[src/rtl/cpu_pkg.sv]
// Shared CPU definitions: operand-extension mode encoding used by the load/immediate path.
package cpu_pkg;

   typedef logic [2:0] ext_mode_t;

   localparam ext_mode_t EXT_IMM_ZERO = 3'd0;
   localparam ext_mode_t EXT_IMM_SIGN = 3'd1;
   localparam ext_mode_t EXT_IMM_LUI  = 3'd2;
   localparam ext_mode_t EXT_WORD     = 3'd3;
   localparam ext_mode_t EXT_LB       = 3'd4;
   localparam ext_mode_t EXT_LBU      = 3'd5;
   localparam ext_mode_t EXT_LH       = 3'd6;
   localparam ext_mode_t EXT_LHU      = 3'd7;

endpackage

[src/rtl/ext_unit.sv]
// Combinational extender/aligner: immediate extension and little-endian load lane selection,
// with misalignment detection for WORD and halfword accesses.
module ext_unit
   import cpu_pkg::*;
#(
   parameter  int DATA_W = 32,
   parameter  int IMM_W  = 16,
   localparam int OFF_W  = $clog2(DATA_W/8)
) (
   input  ext_mode_t         mode,
   input  logic [OFF_W-1:0]  off,
   input  logic [DATA_W-1:0] data,
   output logic [DATA_W-1:0] result,
   output logic              err
);

   logic [7:0]       byte_v;
   logic [15:0]      half_v;
   logic [IMM_W-1:0] imm_v;

   // Halfword lane ignores off[0]; a set off[0] is reported as misaligned instead.
   assign byte_v = data[{off, 3'b000} +: 8];
   assign half_v = data[{off[OFF_W-1:1], 4'b0000} +: 16];
   assign imm_v  = data[IMM_W-1:0];

   // NOTE: every output gets a default before the case so no latch is inferred.
   always_comb begin
      result = '0;
      err    = 1'b0;
      unique case (mode)
         EXT_IMM_ZERO: result = {{(DATA_W-IMM_W){1'b0}}, imm_v};
         EXT_IMM_SIGN: result = {{(DATA_W-IMM_W){imm_v[IMM_W-1]}}, imm_v};
         EXT_IMM_LUI:  result = {imm_v, {(DATA_W-IMM_W){1'b0}}};
         EXT_WORD: begin
            if (off != '0) err = 1'b1;
            else           result = data;
         end
         EXT_LB:  result = {{(DATA_W-8){byte_v[7]}}, byte_v};
         EXT_LBU: result = {{(DATA_W-8){1'b0}}, byte_v};
         EXT_LH: begin
            if (off[0]) err = 1'b1;
            else        result = {{(DATA_W-16){half_v[15]}}, half_v};
         end
         EXT_LHU: begin
            if (off[0]) err = 1'b1;
            else        result = {{(DATA_W-16){1'b0}}, half_v};
         end
         default: ;
      endcase
   end

endmodule

[src/rtl/ext_load_stage.sv]
// Registered extension stage: ext_unit result captured into a 2-entry valid/ready FIFO
// so W-stage backpressure never reaches M combinationally.
module ext_load_stage
   import cpu_pkg::*;
#(
   parameter  int DATA_W = 32,
   parameter  int IMM_W  = 16,
   localparam int OFF_W  = $clog2(DATA_W/8)
) (
   input  logic              clk,
   input  logic              reset_n,
   input  logic              flush,
   input  logic              in_valid,
   output logic              in_ready,
   input  ext_mode_t         in_mode,
   input  logic [OFF_W-1:0]  in_off,
   input  logic [DATA_W-1:0] in_data,
   output logic              out_valid,
   input  logic              out_ready,
   output logic [DATA_W-1:0] out_data,
   output logic              out_err
);

   logic [DATA_W-1:0] ext_res;
   logic              ext_err;

   logic [1:0]        count_q, count_d;
   logic [DATA_W-1:0] data_q [2];
   logic [DATA_W-1:0] data_d [2];
   logic              err_q  [2];
   logic              err_d  [2];
   logic              push, pop;

   ext_unit #(
      .DATA_W (DATA_W),
      .IMM_W  (IMM_W)
   ) u_ext (
      .mode   (in_mode),
      .off    (in_off),
      .data   (in_data),
      .result (ext_res),
      .err    (ext_err)
   );

   assign in_ready  = (count_q != 2'd2);
   assign out_valid = (count_q != 2'd0);
   assign push      = in_valid & in_ready;
   assign pop       = out_valid & out_ready;

   // Slot 0 is always the head; a pop shifts slot 1 down before any push lands.
   // NOTE: blocking updates here let the push see the post-pop count in the same pass.
   always_comb begin
      data_d  = data_q;
      err_d   = err_q;
      count_d = count_q;
      if (flush) begin
         count_d = 2'd0;
         data_d  = '{default: '0};
         err_d   = '{default: 1'b0};
      end else begin
         if (pop) begin
            data_d[0] = data_q[1];
            err_d[0]  = err_q[1];
            count_d   = count_d - 2'd1;
         end
         if (push) begin
            if (count_d == 2'd0) begin
               data_d[0] = ext_res;
               err_d[0]  = ext_err;
            end else begin
               data_d[1] = ext_res;
               err_d[1]  = ext_err;
            end
            count_d = count_d + 2'd1;
         end
      end
   end

   // NOTE: the two entries are reset too, so outputs are clean 0 straight out of reset.
   always_ff @(posedge clk or negedge reset_n) begin
      if (!reset_n) begin
         count_q <= 2'd0;
         for (int i = 0; i < 2; i++) begin
            data_q[i] <= '0;
            err_q[i]  <= 1'b0;
         end
      end else begin
         count_q <= count_d;
         data_q  <= data_d;
         err_q   <= err_d;
      end
   end

   assign out_data = out_valid ? data_q[0] : '0;
   assign out_err  = out_valid ? err_q[0]  : 1'b0;

endmodule

[config.mk]
export PLATFORM = sky130hd
export DESIGN_NAME = ext_load_stage
export DESIGN_NICKNAME = d
export VERILOG_FILES = /design/src/rtl/cpu_pkg.sv /design/src/rtl/ext_unit.sv /design/src/rtl/ext_load_stage.sv
export SDC_FILE = /design/constraint.sdc
export NUM_CORES = 1
export LEC_CHECK = 0
export CORE_MARGIN = 5
export CORE_UTILIZATION = 50
export CTS_CLUSTER_SIZE = 16
export DETAILED_ROUTE_END_ITERATION = 12
export PLACE_DENSITY = 0.77
export SLEW_MARGIN = 20
export SYNTH_ARGS = -nofsm -noshare
export SYNTH_HDL_FRONTEND = slang
export SYNTH_SLANG_ARGS = --single-unit
[constraint.sdc]
create_clock -name clk -period 6.9 [get_ports clk]
set_input_delay 1.38 -clock clk [delete_from_list [all_inputs] [get_ports clk]]
set_output_delay 1.38 -clock clk [all_outputs]
set_load 0.1 [all_outputs]
==> metrics, run 1 <==
CTS Sinks between 60 and 70; antenna violations before repair 0; Pwr Total between 1.5 and 2 mW; clock root cell clkbuf_8; Yosys warning total 0; outcome completed; Unique masters post-synth 51; maximum vdd ir drop roughly 0.00017 V; synthesized area around 0.0041 mm2; P_leak around 2.1 nW; top cells by area, synth dfrtp_1, nor2b_1, a221oi_1; fin cells between 500 and 600; TritonCTS clock tree built; CP arrival between 4 and 5 ns; Hold Crit Class flop to flop; startpoint types primary input; number of flops mapped to enable cells by yosys 0; DR vias between 3000 and 4000; critical path class primary input to flop; drt total wl ~12 mm; Max-cap violations 0; Rel. slew slack roughly a third; row count 33; syn avg cell area 9.93 um2; Worst-Margin Slew around 1.0 ns; most common cell in the synthesized netlist dfrtp_1; Max Transition Viols Final 0; final core utilization between 60% and 70%; hold buffers post-CTS 0; clk slew on worst S/H paths 0.07 ns; Antenna Cells 0; die height between 100 and 150 um; chip width slightly above 100 um; setup TNS 0 ns; top post-synthesis cells by count dfrtp_1, nand2_1, nor2b_1; CP Max Fanout 37; asr flop ratio synth 100%; vias in the first global route approximately 3800; Syn Inst Count 417; cell type with the largest total area after synthesis dfrtp_1; syn_nets about 460; RD Place Congestion around 0.95; top cell type's share of synthesized area between 40% and 50%; Pwr Density between 300 and 400 mW/mm2; Setup WS pre-CTS 2.10 ns; hold_ws between 0.4 and 0.5 ns; Die Area 0.0102 mm2; register bit total from synthesis 68; initial drt markers roughly 360; CP Data Required Time roughly 7.2 ns; P&R area growth vs syn 24.2%; Seq/Total Area, Yosys 41.1%; Post-Layout Inst Area ~0.0051 mm2; port bufs between 70 and 80; gr ovfl total 0; Final Hold Viols 0; core region area a little over 0.008 mm2; clk_skew 0.00877 ns; crit path setup slack, layout ~2.5 ns; DRT Pass-1 Iters 5; Tot GR Track Use around a quarter; final setup fails 0; first-pass GRT wire length ~19 mm; dpl cells roughly 570; ANT nets after route 0; via/cell ratio about 6.5; Final Critical Period approximately 4.4 ns; largest net degree at the start of global routing between 60 and 70; DR WL/cell between 20 and 25 um; Setup Buffers After CTS 0; FMAX between 200 and 250 MHz; crit share post-route between 60% and 70%; Worst-Skew Late Latency roughly 0.34 ns; fraction of layout cells with a size suffix above 1 about an eighth; # IOs a little under 80; Post-DP HPWL 8.09 mm; Final #Nets between 500 and 600; RSZ-0062 raised after global routing no; clk buf depth 2; CP Capture Type flop; CTS H-tree depth 3; TritonCTS Buffers 9; Placed Instance Area 0.00491 mm2; # DRC 0; Main synth FF type dfrtp_1; Initial Util approximately half; # resized after CTS 0
[placed cells by master (no fill, tap or decap), types with 4 or more instances in the layout]
cell type and count:
a211o_1 17, a221oi_2 10, mux2_2 9, o221ai_1 6
nor2_1 23, clkdlybuf4s50_1 75, nand3_1 4, nand3b_1 5
nand2_1 40, nor4bb_1 6, a21oi_1 22, o21ai_0 11
a2bb2oi_1 6, nor2b_1 33, clkbuf_8 10, inv_1 7
a221oi_1 21, a32oi_1 18, dfrtp_1 68, a31o_2 6
mux2i_1 18, nand2b_1 9, buf_4 6, o21ai_1 6
[sequential cells by signal, indices dropped and copies added, names as in the netlist]
signal and flops:
err_q 2, count_q 2, data_q 64
[final timing paths]
path	slack, ns	to	start	cells past startpoint
min reg2reg	0.48	data_q[4]$_DFFE_PN0P_	data_q[4]$_DFFE_PN0P_	2
max in group asynchronous	5.10	data_q[58]$_DFF_PN0_	reset_n	2
min	0.48	data_q[4]$_DFFE_PN0P_	data_q[4]$_DFFE_PN0P_	2
max reg2reg	3.08	data_q[17]$_DFFE_PN0P_	count_q[0]$_DFF_PN0_	11
min in group asynchronous	1.23	data_q[35]$_DFF_PN0_	reset_n	2
max	2.45	data_q[17]$_DFFE_PN0P_	out_ready	9
[worst max-delay path, stage by stage]
cell	delay (ns)
clkdlybuf4s50_1	0.48
nor2b_4	0.13
buf_4	0.46
o21ai_0	0.20
ha_1	0.27
or4b_1	0.92
inv_1	0.29
o31a_2	0.41
a211o_1	0.16
[cell families (layout without fill, tap and decap cells)]
family,Yosys count,in the layout,share of synthesized area [%]
compound gates,137,137,27.2
simple gates,135,135,18.7
buf+inv,44,106,4.69
xor+xnor,3,3,0.635
fa+ha+maj,3,3,0.907
mux,27,27,6.80
flops,68,68,41.1
[area by class of cell]
class                           instances  area (um2)
Fill cell                             686        2990
Inverter                                7        26.3
Clock inverter                          4        72.6
Clock buffer                           12         145
Tap cell                              105         131
Multi-Input combinational cell        305        2250
Timing Repair Buffer                   83         812
Sequential cell                        68        1700
[metal layers]
layer | up-vias | global-route usage [%] | wire length (um)
li1 | 1705 | - | -
met1 | 1845 | 30.7 | 4820
met2 | 197 | 37.7 | 5730
met3 | 26 | 5.81 | 1010
met4 | 0 | 8.38 | 223
met5 | - | 0 | 0
[power by group]
part	total [mW]	internal (mW)	switching, mW
logic	1.00	0.309	0.695
clock network	0.366	0.213	0.153
registers	0.544	0.493	0.0508
Power figures use the tool's default switching activity.
==> run 2, diff against run 1 <==
- CORE_UTILIZATION: 50 -> 48
- clock period: 6.9 -> 3.85 ns (I/O delays scaled with it)
==> run 2 against run 1 <==
Non-clock buffer count increased by 8. Setup slack got worse by 1.5 ns. Wire length increased by 3.2%. Cell area decreased by 1.1%. Core utilization decreased by 2.0 points. Sequential share of layout area increased by 0.38 points. Critical path type unchanged. Critical endpoint is now data_q[29]$_DFFE_PN0P_.
==> metrics, run 2 (same netlist as run 1, synthesis figures left out) <==
outcome completed; largest registers data_q (64), count_q (2), err_q (2); crit share post-route between 70% and 80%; vias in the first global route 3667 (-3.9%); clk slew on worst S/H paths 0.07 ns (about the same); CP Data Required Time 4.13 ns (-3.05 ns); hold_ws 0.482 ns (-0.00174 ns); number of flip-flops in the largest register 64 (unchanged); Final Critical Period 2.91 ns; Max Transition Viols Final 0 (unchanged); P&R area growth vs syn 22.8%; clk_skew 0.00545 ns (-0.00333 ns); # IOs 77 (unchanged); maximum vdd ir drop 0.000380 V (+130%); CP Capture Type flop; FMAX about 340 MHz; initial drt markers 315 (-13%); # DRC 0 (unchanged); first-pass GRT wire length 19.5 mm (+2.1%); Worst-Margin Slew 0.989 ns (-0.00997 ns); port bufs 76 (unchanged); Max-cap violations 0 (unchanged); ANT nets after route 0 (unchanged); TritonCTS clock tree built; Final Hold Viols 0 (unchanged); Tot GR Track Use 23.8% (+0.38 points); RSZ-0062 raised after global routing no; dpl cells 576 (+1.6%); largest net degree at the start of global routing 36 (-48%); DRT Pass-1 Iters 5 (unchanged); setup TNS 0 ns (unchanged); DR vias 3712 (-1.6%); die height 103 um (+1.9%); Top reg by flops data_q; RD Place Congestion 0.922 (-3.3%); final core utilization 61.2% (-2.0 points); CTS H-tree depth 3 (unchanged); Worst-Skew Late Latency 0.34 ns (about the same); Antenna Cells 0 (unchanged); Die Area 0.0106 mm2 (+3.7%); Post-DP HPWL 8.65 mm (+6.8%); CTS Sinks 68 (unchanged); Setup Buffers After CTS 0 (unchanged); core region area 0.00830 mm2 (+2.0%); # resized after CTS 0 (unchanged); gr ovfl total 0 (unchanged); FILL cells 687 (+0.15%); drt total wl 12.2 mm (+3.2%); DR WL/cell 20.6 um (+2.2%); CP arrival 3.18 ns (-1.54 ns); Initial Util 49.9% (-1.0 points); TritonCTS Buffers 9 (unchanged); clk buf depth 2 (unchanged); Final #Nets 527 (+1.5%); fin cells 590 (+1.0%); row count 33 (unchanged); chip width 103 um (+1.9%); fraction of layout cells with a size suffix above 1 20.6% (+8.5 points); P_leak 2.18 nW (+4.6%); antenna violations before repair 0 (unchanged); clock root cell clkbuf_8; critical path class primary input to flop; via/cell ratio 6.29 (-2.6%); CP Max Fanout 16 (-57%); most frequent cells in the layout dfrtp_1, buf_4, nand2_1, clkdlybuf4s50_1, nor2b_1; Pwr Density 664 mW/mm2 (+78%); Rel. slew slack 33.8% (+0.67 points); startpoint types primary input; hold buffers post-CTS 0 (unchanged); commonest non-fill, non-tap cell in the layout dfrtp_1; Hold Crit Class flop to flop; final setup fails 0 (unchanged)
## run 2: per-layer routing
metal / wire [um] / GRT usage (%) / vias up
met2: 5720 / 35.7 / 146
li1: - / - / 1713
met3: 815 / 4.47 / 11
met5: 0 / 0 / -
met1: 5490 / 35.3 / 1842
met4: 146 / 6.87 / 0
## run 2: metrics by stage
| step | total power [mW] | instance area, um2 | setup WS (ns) |
|---|---|---|---|
| after global routing | 3.55 | 5080 | 0.837 |
| final | 3.38 | 5080 | 0.943 |
| after floorplan | 2.35 | 4140 | 0.851 |
| after global placement | 2.76 | 4880 | 0.397 |
| after detailed placement | 2.79 | 4890 | 0.640 |
| after CTS | 3.39 | 5080 | 0.974 |
## run 2: worst paths after layout
| path | start | to | slack (ns) | cells after the start |
|---|---|---|---|---|
| setup / recovery | out_ready | data_q[29]$_DFFE_PN0P_ | 0.94 | 8 |
| hold / removal | data_q[5]$_DFFE_PN0P_ | data_q[5]$_DFFE_PN0P_ | 0.48 | 2 |
| setup reg to reg | count_q[0]$_DFF_PN0_ | data_q[29]$_DFFE_PN0P_ | 1.19 | 9 |
| hold reg to reg | data_q[5]$_DFFE_PN0P_ | data_q[5]$_DFFE_PN0P_ | 0.48 | 2 |
| max in group asynchronous | reset_n | data_q[60]$_DFF_PN0_ | 2.37 | 2 |
| min in group asynchronous | reset_n | data_q[34]$_DFF_PN0_ | 0.51 | 1 |
## run 2: report_power, final
| part | total, mW | switching, mW | internal, mW |
|---|---|---|---|
| Combinational | 1.81 | 1.27 | 0.543 |
| Clock | 0.592 | 0.265 | 0.327 |
| Sequential | 0.975 | 0.0908 | 0.884 |
## run 2: worst max-delay path, stage by stage
cell and delay (ns):
clkdlybuf4s50_1 0.49, nor2b_4 0.20, o21ai_0 0.11, ha_1 0.24
or4b_1 0.57, inv_1 0.20, o31a_2 0.43, a211o_1 0.16
## run 2: cell type report
type,count,area (um2),area share [%]
Timing Repair Buffer,91,781,15.4
Sequential cell,68,1700,33.5
Tap cell,105,131,2.59
Inverter,7,26.3,0.517
Clock buffer,12,155,3.05
Multi-Input combinational cell,305,2250,44.3
Clock inverter,2,35.0,0.689
==> run 3, diff against run 2 <==
- clock period: 3.85 -> 2.55 ns (I/O delays scaled with it)
==> run 3 against run 2 <==
Wire length up 2.2%. Largest cell class unchanged. Critical endpoint is now data_q[41]$_DFF_PN0_. Largest power group unchanged. Setup slack worse by 0.79 ns. Clock power is 86% higher.
==> metrics, run 3 (same netlist as run 1, synthesis figures left out) <==
outcome completed; TritonCTS Buffers 9 (unchanged); dpl cells 602 (+4.5%); hold buffers post-CTS 0 (unchanged); flop-to-flop setup slack 0.18 ns (-1.01 ns); clock root cell clkbuf_8; P_leak 2.44 nW (+12%); Critical R2R Launch count_q[1]$_DFF_PN0_; Top reg by flops data_q; DR vias 3879 (+4.5%); core region area 0.00830 mm2 (unchanged); Post-DP HPWL 9.06 mm (+4.7%); crit path setup slack, layout 0.154 ns (-0.789 ns); chip width 103 um (unchanged); clk buf depth 2 (unchanged); vias in the first global route 3793 (+3.4%); antenna violations before repair 0 (unchanged); fraction of layout cells with a size suffix above 1 25.7% (+5.1 points); maximum vdd ir drop 0.000428 V (+13%); Final Hold Viols 0 (unchanged); number of flip-flops in the largest register 64 (unchanged); commonest non-fill, non-tap cell in the layout dfrtp_1; largest net degree at the start of global routing 36 (unchanged); P&R area growth vs syn 40.7%; Die Area 0.0106 mm2 (unchanged); FILL cells 626 (-8.9%); Pwr Density 991 mW/mm2 (+49%); RSZ-0062 raised after global routing no; fin cells 618 (+4.7%); Final Critical Period 2.40 ns; Initial Util 49.9% (unchanged); DRT Pass-1 Iters 5 (unchanged); # DRC 0 (unchanged); Max-cap violations 0 (unchanged); CP Max Fanout 6 (-10); CTS H-tree depth 3 (unchanged); CP Capture Type flop; hold_ws 0.113 ns (-0.369 ns); TritonCTS clock tree built; row count 33 (unchanged); CP arrival 2.64 ns (-0.54 ns); Antenna Cells 0 (unchanged); crit share post-route a little over nine tenths; critical path class primary input to flop; gr ovfl total 0 (unchanged); Setup Buffers After CTS 0 (unchanged); clk_skew 0.0115 ns (+0.00607 ns); Worst-Margin Slew 1.02 ns (+0.0334 ns); final setup fails 0 (unchanged); # resized after CTS 0 (unchanged); ANT nets after route 0 (unchanged); die height 103 um (unchanged); CP Data Required Time 2.79 ns (-1.34 ns); first-pass GRT wire length 20.0 mm (+2.8%); RD Place Congestion 0.978 (+6.0%); DR WL/cell 20.1 um (-2.5%); setup TNS 0 ns (unchanged); Setup WS pre-CTS -0.177 ns (-0.816 ns); # IOs 77 (unchanged); Max Transition Viols Final 0 (unchanged); drt total wl 12.4 mm (+2.2%); Tot GR Track Use 24.6% (+0.84 points); Worst Setup EP data_q[41]$_DFF_PN0_; largest registers data_q (64), count_q (2), err_q (2); port bufs 76 (unchanged); startpoint types primary input; via/cell ratio 6.28 (-0.24%); CTS Sinks 68 (unchanged); Worst-Skew Late Latency 0.35 ns (about the same); Final #Nets 553 (+4.9%); worst reg2reg path depth 9 (unchanged); most frequent cells in the layout dfrtp_1, nand2_1, clkdlybuf4s50_1, buf_4, buf_12; crit path launch out_ready; initial drt markers 277 (-12%); FF-to-FF End data_q[41]$_DFF_PN0_; clk slew on worst S/H paths 0.08 ns (about the same); Rel. slew slack 31.6% (-2.2 points); Hold Crit Class primary input to asynchronous set/reset pin; FMAX between 400 and 500 MHz
[run 3: layer usage]
layer | vias to the layer above | routed length [um] | track usage [%] | part of all wire [%]
met1 | 1929 | 5390 | 35.0 | 43
met2 | 160 | 5970 | 38.7 | 48
met4 | 0 | 166 | 7.17 | 1.3
met5 | - | 0 | 0 | 0
met3 | 18 | 904 | 4.53 | 7.3
li1 | 1772 | - | - | -
[run 3: worst min-delay path by stage]
stage | from | end | slack [ns] | cells after the start
global placement | data_q[0]$_DFFE_PN0P_ | data_q[0]$_DFFE_PN0P_ | 0.46 | 2
detailed placement | data_q[0]$_DFFE_PN0P_ | data_q[0]$_DFFE_PN0P_ | 0.47 | 2
CTS | reset_n | data_q[35]$_DFF_PN0_ | 0.13 | 1
finish | reset_n | data_q[35]$_DFF_PN0_ | 0.11 | 1
floorplan | reset_n | count_q[0]$_DFF_PN0_ | 0.21 | 0
global route | reset_n | data_q[35]$_DFF_PN0_ | 0.15 | 1
[run 3: stage by stage]
step | util [%] | instance area, um2 | total power [mW]
after floorplan | - | 4170 | 3.59
after detailed placement | 67.1 | 5570 | 4.68
after global placement | 67.1 | 5570 | 4.61
after global routing | 70.2 | 5820 | 6.03
final | 70.2 | 5820 | 5.77
after CTS | 70.2 | 5820 | 5.78
[run 3: power breakdown]
| part | switching, mW | internal, mW | total, mW | leakage (nW) |
|---|---|---|---|---|
| clock network | 0.400 | 0.702 | 1.10 | 0.127 |
| registers | 0.138 | 1.33 | 1.47 | 0.928 |
| logic | 2.01 | 1.19 | 3.19 | 1.39 |
[run 3: cell type report]
class / instances / area [um2] / share of cell area (%)
well taps: 105 / 131 / 2.26
flip-flops and latches: 68 / 1700 / 29.2
inverters: 7 / 30.0 / 0.516
repair buffers: 117 / 1440 / 24.7
multi-input cells: 305 / 2270 / 39.0
clock buffers: 12 / 155 / 2.66
clock inverters: 4 / 95.1 / 1.63
[run 3: worst max-delay path, cell delays in order]
cell and delay (ns):
clkdlybuf4s50_1 0.47, nor2b_4 0.18, xnor2_1 0.16, ha_1 0.25
nand3_1 0.24, buf_4 0.24, a211o_1 0.34, o221ai_1 0.25
